[src/rtl/mem_arbiter_pkg.sv]
// Shared types and constants for the three-device memory arbiter.
// Holds the FSM encoding, device indices and default bus widths.
package mem_arbiter_pkg;

  localparam int DEF_ADDR_WIDTH = 8;
  localparam int DEF_DATA_WIDTH = 8;
  localparam int DEF_MAX_BURST  = 4;
  localparam int NUM_DEV        = 3;

  localparam int DEV1 = 0;
  localparam int DEV2 = 1;
  localparam int DEV3 = 2;

  typedef enum logic [1:0] {
    ST_IDLE   = 2'd0,
    ST_ACCESS = 2'd1,
    ST_RESP   = 2'd2
  } state_e;

  function automatic logic [1:0] dev_after(input logic [1:0] dev, input int step);
    return 2'((int'(dev) + step) % NUM_DEV);
  endfunction

  function automatic logic [1:0] onehot_to_idx(input logic [NUM_DEV-1:0] oh);
    logic [1:0] idx;
    idx = 2'(DEV1);
    if (oh[DEV2]) idx = 2'(DEV2);
    if (oh[DEV3]) idx = 2'(DEV3);
    return idx;
  endfunction

endpackage

[src/rtl/mem_arbiter_rr_select3.sv]
// Combinational round-robin pick among three requesters, zero latency.
// Search starts at the device after last_owner; no backpressure, pure function.
module rr_select3
  import mem_arbiter_pkg::*;
(
  input  logic [NUM_DEV-1:0] req_i,
  input  logic [1:0]         last_owner_i,
  output logic [NUM_DEV-1:0] pick_o,
  output logic               valid_o
);

  logic [1:0] cand;

  // Walk the order backwards so the first requester after last_owner overwrites the rest.
  always_comb begin
    pick_o = '0;
    cand   = 2'd0;
    for (int step = NUM_DEV; step >= 1; step--) begin
      cand = dev_after(last_owner_i, step);
      if (req_i[cand]) pick_o = 3'b001 << cand;
    end
  end

  assign valid_o = |req_i;

endmodule

[src/rtl/mem_arbiter.sv]
// Round-robin sequencer sharing one single-port sync RAM among three devices.
// Request->ram_en 1 cycle, ->ack 2 cycles, one beat per 2 cycles; bursts capped at MAX_BURST.
module mem_arbiter
  import mem_arbiter_pkg::*;
#(
  parameter int ADDR_WIDTH = DEF_ADDR_WIDTH,
  parameter int DATA_WIDTH = DEF_DATA_WIDTH,
  parameter int MAX_BURST  = DEF_MAX_BURST
) (
  input  logic                  clk,
  input  logic                  reset,
  input  logic [NUM_DEV-1:0]    devices_mem_en,
  input  logic [NUM_DEV-1:0]    devices_burst_en,
  input  logic [NUM_DEV-1:0]    devices_mem_we,
  input  logic [ADDR_WIDTH-1:0] device_1_mem_addr,
  input  logic [ADDR_WIDTH-1:0] device_2_mem_addr,
  input  logic [ADDR_WIDTH-1:0] device_3_mem_addr,
  input  logic [DATA_WIDTH-1:0] device_1_mem_di,
  input  logic [DATA_WIDTH-1:0] device_2_mem_di,
  input  logic [DATA_WIDTH-1:0] device_3_mem_di,
  output logic [NUM_DEV-1:0]    devices_grant,
  output logic [NUM_DEV-1:0]    devices_do_ack,
  output logic [DATA_WIDTH-1:0] mem_do,
  output logic                  ram_en,
  output logic                  ram_we,
  output logic [ADDR_WIDTH-1:0] ram_addr,
  output logic [DATA_WIDTH-1:0] ram_di,
  input  logic [DATA_WIDTH-1:0] ram_do
);

  localparam int BEAT_W = (MAX_BURST > 1) ? $clog2(MAX_BURST) : 1;

  state_e                state_q;
  logic [NUM_DEV-1:0]    grant_q, ack_q;
  logic [1:0]            last_owner_q;
  logic                  we_q, ram_en_q, ram_we_q;
  logic [ADDR_WIDTH-1:0] base_q, ram_addr_q, addr_d;
  logic [BEAT_W-1:0]     beat_q, beat_d;

  logic [NUM_DEV-1:0]    pick;
  logic                  pick_vld, pick_we, owner_we, burst_go;
  logic [ADDR_WIDTH-1:0] pick_addr;
  logic [DATA_WIDTH-1:0] owner_di;

  rr_select3 u_rr_select3 (
    .req_i        (devices_mem_en),
    .last_owner_i (last_owner_q),
    .pick_o       (pick),
    .valid_o      (pick_vld)
  );

  always_comb begin
    pick_addr = '0;
    if (pick[DEV1])      pick_addr = device_1_mem_addr;
    else if (pick[DEV2]) pick_addr = device_2_mem_addr;
    else if (pick[DEV3]) pick_addr = device_3_mem_addr;
  end

  always_comb begin
    owner_di = '0;
    if (grant_q[DEV1])      owner_di = device_1_mem_di;
    else if (grant_q[DEV2]) owner_di = device_2_mem_di;
    else if (grant_q[DEV3]) owner_di = device_3_mem_di;
  end

  assign pick_we  = |(devices_mem_we & pick);
  assign owner_we = |(devices_mem_we & grant_q);
  assign burst_go = (|(devices_mem_en & devices_burst_en & grant_q)) &&
                    (int'(beat_q) < MAX_BURST - 1);
  assign beat_d   = beat_q + BEAT_W'(1);
  assign addr_d   = base_q + ADDR_WIDTH'(beat_d);

  always_ff @(posedge clk or negedge reset) begin
    if (!reset) begin
      state_q      <= ST_IDLE;
      grant_q      <= '0;
      ack_q        <= '0;
      last_owner_q <= 2'(DEV3);
      we_q         <= 1'b0;
      ram_en_q     <= 1'b0;
      ram_we_q     <= 1'b0;
      base_q       <= '0;
      ram_addr_q   <= '0;
      beat_q       <= '0;
    end else begin
      case (state_q)
        ST_IDLE: begin
          if (pick_vld) begin
            grant_q    <= pick;
            base_q     <= pick_addr;
            we_q       <= pick_we;
            beat_q     <= '0;
            ram_en_q   <= 1'b1;
            ram_we_q   <= pick_we;
            ram_addr_q <= pick_addr;
            state_q    <= ST_ACCESS;
          end
        end
        ST_ACCESS: begin
          ram_en_q <= 1'b0;
          ram_we_q <= 1'b0;
          ack_q    <= grant_q;
          state_q  <= ST_RESP;
        end
        ST_RESP: begin
          ack_q <= '0;
          // Continue only while the owner still asks for a burst and the cap is not hit.
          if (burst_go) begin
            beat_q     <= beat_d;
            we_q       <= owner_we;
            ram_en_q   <= 1'b1;
            ram_we_q   <= owner_we;
            ram_addr_q <= addr_d;
            state_q    <= ST_ACCESS;
          end else begin
            last_owner_q <= onehot_to_idx(grant_q);
            grant_q      <= '0;
            state_q      <= ST_IDLE;
          end
        end
        default: begin
          grant_q  <= '0;
          ack_q    <= '0;
          ram_en_q <= 1'b0;
          ram_we_q <= 1'b0;
          state_q  <= ST_IDLE;
        end
      endcase
    end
  end

  assign devices_grant  = grant_q;
  assign devices_do_ack = ack_q;
  assign ram_en         = ram_en_q;
  assign ram_we         = ram_we_q;
  assign ram_addr       = ram_addr_q;
  assign ram_di         = owner_di;
  assign mem_do         = ((|ack_q) && !we_q) ? ram_do : '0;

endmodule

[config.mk]
export PLATFORM = sky130hd
export DESIGN_NAME = mem_arbiter
export DESIGN_NICKNAME = d
export VERILOG_FILES = /design/src/rtl/mem_arbiter_pkg.sv /design/src/rtl/mem_arbiter_rr_select3.sv /design/src/rtl/mem_arbiter.sv
export SDC_FILE = /design/constraint.sdc
export NUM_CORES = 1
export LEC_CHECK = 0
export ABC_AREA = 1
export CORE_AREA = 3 3 78 80
export DETAILED_ROUTE_END_ITERATION = 8
export DIE_AREA = 0 0 81 83
export PLACE_DENSITY_LB_ADDON = 0.25
export SLEW_MARGIN = 20
export SYNTH_ARGS = -nofsm -noshare
export SYNTH_HDL_FRONTEND = slang
export SYNTH_SLANG_ARGS = --single-unit
[constraint.sdc]
create_clock -name clk -period 5.3 [get_ports clk]
set_input_delay 1.325 -clock clk [delete_from_list [all_inputs] [get_ports clk]]
set_output_delay 1.325 -clock clk [all_outputs]
set_load 0.05 [all_outputs]
After elaboration in Yosys (flattened, before gate mapping)
Index checks and enable logic that the tools add are counted.

operators by class
  reductions and logical operators = 15
  bitwise operators = 6
  div/mod/pow operators = 3
  $add $sub $neg = 5
  mux-type cells = 38
  shift-type cells = 3
  equality and inequality tests = 5
  $lt $le $gt $ge = 4

operators with widths
  operator                                                                      count
  32-bit by 3-bit modulo with 32-bit output, second input constant              3
  8-bit 2-to-1 mux                                                              9
  8-bit case mux with 2 select lines                                            1
  3-bit 2-to-1 mux                                                              5
  3-bit OR reduction                                                            5
  3-bit AND                                                                     4
  2-bit by 3-bit less-than comparator with 1-bit output, second input constant  3
  1-bit 2-to-1 mux                                                              9
  3-bit case mux with 3 select lines                                            1
  1-bit by 2-bit left shift with 3-bit output, first input constant             3
  8-bit by 2-bit adder with 8-bit output                                        1
  2-bit 2-to-1 mux                                                              4
  2-bit by 2-bit adder with 3-bit output, second input constant                 2
  1-bit binary-select mux with 2-bit select                                     3
  2-bit != test, second input constant                                          3
  1-bit case mux with 2 select lines                                            3
  2-bit case mux with 3 select lines                                            1
  3-bit case mux with 2 select lines                                            1
  2-bit AND reduction                                                           3
  3-bit AND reduction                                                           2
  2-bit case mux with 2 select lines                                            1
  2-bit by 1-bit adder with 3-bit output, second input constant                 1
  2-bit by 1-bit adder with 2-bit output, second input constant                 1
  2-bit by 1-bit == test with 1-bit output, second input constant               1
  other kinds (7)                                                               9

word-level totals
  register bits = 31
  bits of input ports = 67
  word-level logic and storage cells = 89
  output and inout port bits = 32

Depth between registers and ports, before layout
  depth in word-level cells = 12
  depth in mapped cells = 15
  mapped depth without buffers = 15

Cells and area by module
Synthesis repeated with hierarchy kept, for this count alone.

second synthesis, totals
  cell total of the unflattened synthesis = 333
  area total of the unflattened synthesis = 2199.6 um^2

modules (own cells, without submodules)
  module       area an instance (um^2)  times used  cells an instance
  mem_arbiter  1943.1                   1           284
  rr_select3   256.5                    1           49

Worst setup path before layout
No wires, ideal clock.

  kind = input to output
  from = input port device_2_mem_di[0]
  to = output port ram_di[0]
  data arrival time = 2505 ps
  cell stages on the path = 2
  path buffers = 0
  setup slack = 1470 ps
  cells stage by stage = a22oi_1 -> o21ai_0

between the ends
  cells in the longest elaborated chain, start to end = 2

ends and longest elaborated chain
  what              line               RTL
  start, declared   mem_arbiter.sv:19  input logic [DATA_WIDTH-1:0] device_2_mem_di,
  8-bit 2-to-1 mux  mem_arbiter.sv:62  else if (grant_q[DEV2]) owner_di = device_2_mem_di;
  8-bit 2-to-1 mux  mem_arbiter.sv:61  if (grant_q[DEV1]) owner_di = device_1_mem_di;
  end, declared     mem_arbiter.sv:27  output logic [DATA_WIDTH-1:0] ram_di,

No other way between the ends.

Worst setup path after layout
  from = input port device_2_mem_di[6]
  to = output port ram_di[6]

Same word-level chain as after synthesis.

==> flow_metrics.tcl <==
set metrics [dict create \
    synthTopCellsByArea "dfrtp_1 (34%), nand2_1 (14%), nand3_1 (11%)" \
    crit_fanout 1 \
    whs_ns 0.484 \
    final_util_pct 60.5 \
    fp.dieArea_mm2 0.00672 \
    setup_viol 0 \
    rsz0062_at_grt "no" \
    period_minus_slack_ns 4.24 \
    grt_max_degree 32 \
    r2r-end "ram_addr[0]" \
    ys_seq_area_share_pct 35.6 \
    worst_pin_slew_ns 0.546 \
    worst_slack_ns 1.06 \
    wire_per_inst_um 13.3 \
    fill_cells 536 \
    port_buffers 98 \
    endpoint_kind "primary output" \
    final_common_cell "clkdlybuf4s50_1" \
    ys.warnings.count 0 \
    drive_gt1_share_pct 5.04 \
    first_iter_violations 111 \
    worstSetupEndpoint "ram_di[6]" \
    post_dp_cell_area_mm2 0.00323 \
    hold_depth 2 \
    p_leak_nw 1.55 \
    die_w_um 81 \
    cts_resized 0 \
    ys_types 25 \
    final-hold-violation-count 0 \
    cts-root-buf "clkbuf_8" \
    finClkSkew_ns 0.00275 \
    drc 0 \
    crit_start "device_2_mem_di[6]" \
    tritoncts "done" \
    fmaxAchievable_ghz 0.236 \
    yosys.area.top_type "dfrtp_1" \
    htree_num_levels 2 \
    clock_latency_ns 0.28 \
    cts_sinks 31 \
    drtAntennaViolNets 0 \
    routed_wl_mm 6.48 \
    overflow 0 \
    synth.ff_latch_count 31 \
    synthCells 316 \
    place.gp.congestion 0.925 \
    final_cell_mix "clkdlybuf4s50_1 (98), nand2_1 (84), nand3_1 (47), inv_1 (37), nor2_1 (31)" \
    period_share_pct 80.0 \
    hold_class "register to register" \
    rr_startpoint "last_owner_q[0]" \
    ctsHoldBuffers 0 \
    clkTransAtPathRegs_ns 0.06 \
    max_slew_margin_pct 63.6 \
    row_count 27 \
    die_h_um 83 \
    netlist_area_mm2 0.00218 \
    status "finished clean" \
    dp_hpwl_mm 5.10 \
    numCtsBuffers 5 \
    crit_required_ns 3.97 \
    stdcell_area_mm2 0.00331 \
    syn_avg_cell_area_um2 6.90 \
    crit_path_start_kind "input port" \
    floorplan.initialDensity_pct 39.8 \
    vias 2461 \
    synth_top_area_share_pct 34.4 \
    dr.pass1.iters 4 \
    syn_nets 391 \
    maxCapViolations 0 \
    grt_pass1_wl_mm 10.7 \
    grt_use_total_pct 19.7 \
    multi_input_area_mm2 0.00121 \
    viasPerCell 5.03 \
    postCtsSetupBuffers 0 \
    fin_setup_tns_ns 0 \
    slew_viol_final 0 \
    core_area_mm2 0.00547 \
    ctsLongestPathBuffers 2 \
    grt_pass1_vias 2355 \
    diodes 0 \
    antenna_found_initial 0 \
    arrival_ns 2.91 \
    vdd_ir_drop_max_v 0.000309 \
    nNetsFinal 491 \
    r2r_slack_ns 3.12 \
    worstSetupPathType "input port to primary output" \
    io_pins 99 \
    area_delta_synth_final_pct 51.9 \
    pre_cts_ws_ns 1.06 \
    reg2reg_depth 13 \
    p_per_area_mw_per_mm2 706 \
    final-seq-area_um2 777 \
]
==> metrics by stage <==
| step | power (W) | cells |
|---|---|---|
| 6_report | 0.00234 | 489 |
| 5_1_grt | 0.00255 | 489 |
| 4_1_cts | 0.00235 | 489 |
| 3_5_place_dp | 0.00216 | 481 |
| 3_3_place_gp | 0.00213 | 481 |
| 2_1_floorplan | 0.00166 | 316 |
==> how the worst min path moves through the flow <==
| stage | startpoint | end |
|---|---|---|
| after floorplan | beat_q[1] | beat_q[1] |
| after global placement | beat_q[1] | beat_q[1] |
| after detailed placement | ram_addr[0] | ram_addr[0] |
| after CTS | ram_addr[0] | ram_addr[0] |
| after global routing | ram_addr[1] | ram_addr[1] |
| final | ram_addr[6] | ram_addr[6] |
==> cell usage after synthesis, drive strengths merged <==
library cell and count:
nand2 89, nand3 47, inv 42, nor2 31, dfrtp 30, o21ai 19
nand3b 9, a22oi 8, a31oi 8, ha 7, a21oi 5, o22ai 5
clkbuf 4, xor2 3, a31o 2, buf 2, xnor2 2, clkinv 1
dfstp 1, fa 1
==> where the power goes <==
| group | switching (W) | total, W | internal, W |
|---|---|---|---|
| Combinational | 0.00115 | 0.00171 | 0.000564 |
| Sequential | 0.0000985 | 0.000449 | 0.000351 |
| Clock | 0.0000817 | 0.000175 | 0.0000931 |
==> registers in the layout (all words and copies together), names as in the netlist <==
name	count
state_q	2
devices_do_ack	3
beat_q	2
we_q	1
ram_addr	8
ram_we	1
base_q	8
ram_en	1
last_owner_q	2
devices_grant	3
==> logic make-up after synthesis <==
group / count (synthesis) / synth area share (%)
compound gates: 47 / 13.1
xor+xnor: 5 / 2.01
fa+ha+maj: 8 / 4.94
buf+inv: 49 / 8.67
flops: 31 / 35.6
simple gates: 176 / 35.6
==> metal layers <==
| metal | up-vias | wire length, um | GRT usage, % |
|---|---|---|---|
| li1 | 1236 | - | - |
| met1 | 1108 | 2650 | 24.1 |
| met2 | 102 | 3040 | 32.8 |
| met3 | 15 | 636 | 5.64 |
| met4 | 0 | 157 | 6.61 |
| met5 | - | 0 | 0 |
==> layout make-up <==
cell class | count | share of cell area [%]
sequential | 31 | 23.5
inverter | 43 | 4.88
timing repair buffer | 99 | 29.9
multi-input combinational | 236 | 36.7
clock buffer | 8 | 2.42
tap | 72 | 2.72
==> worst max-delay path, cell delays in order <==
cell             delay, ns
clkdlybuf4s50_1       0.46
a22oi_1               0.07
o21ai_0               0.22
clkdlybuf4s50_1       0.84
Power figures use the tool's default switching activity.
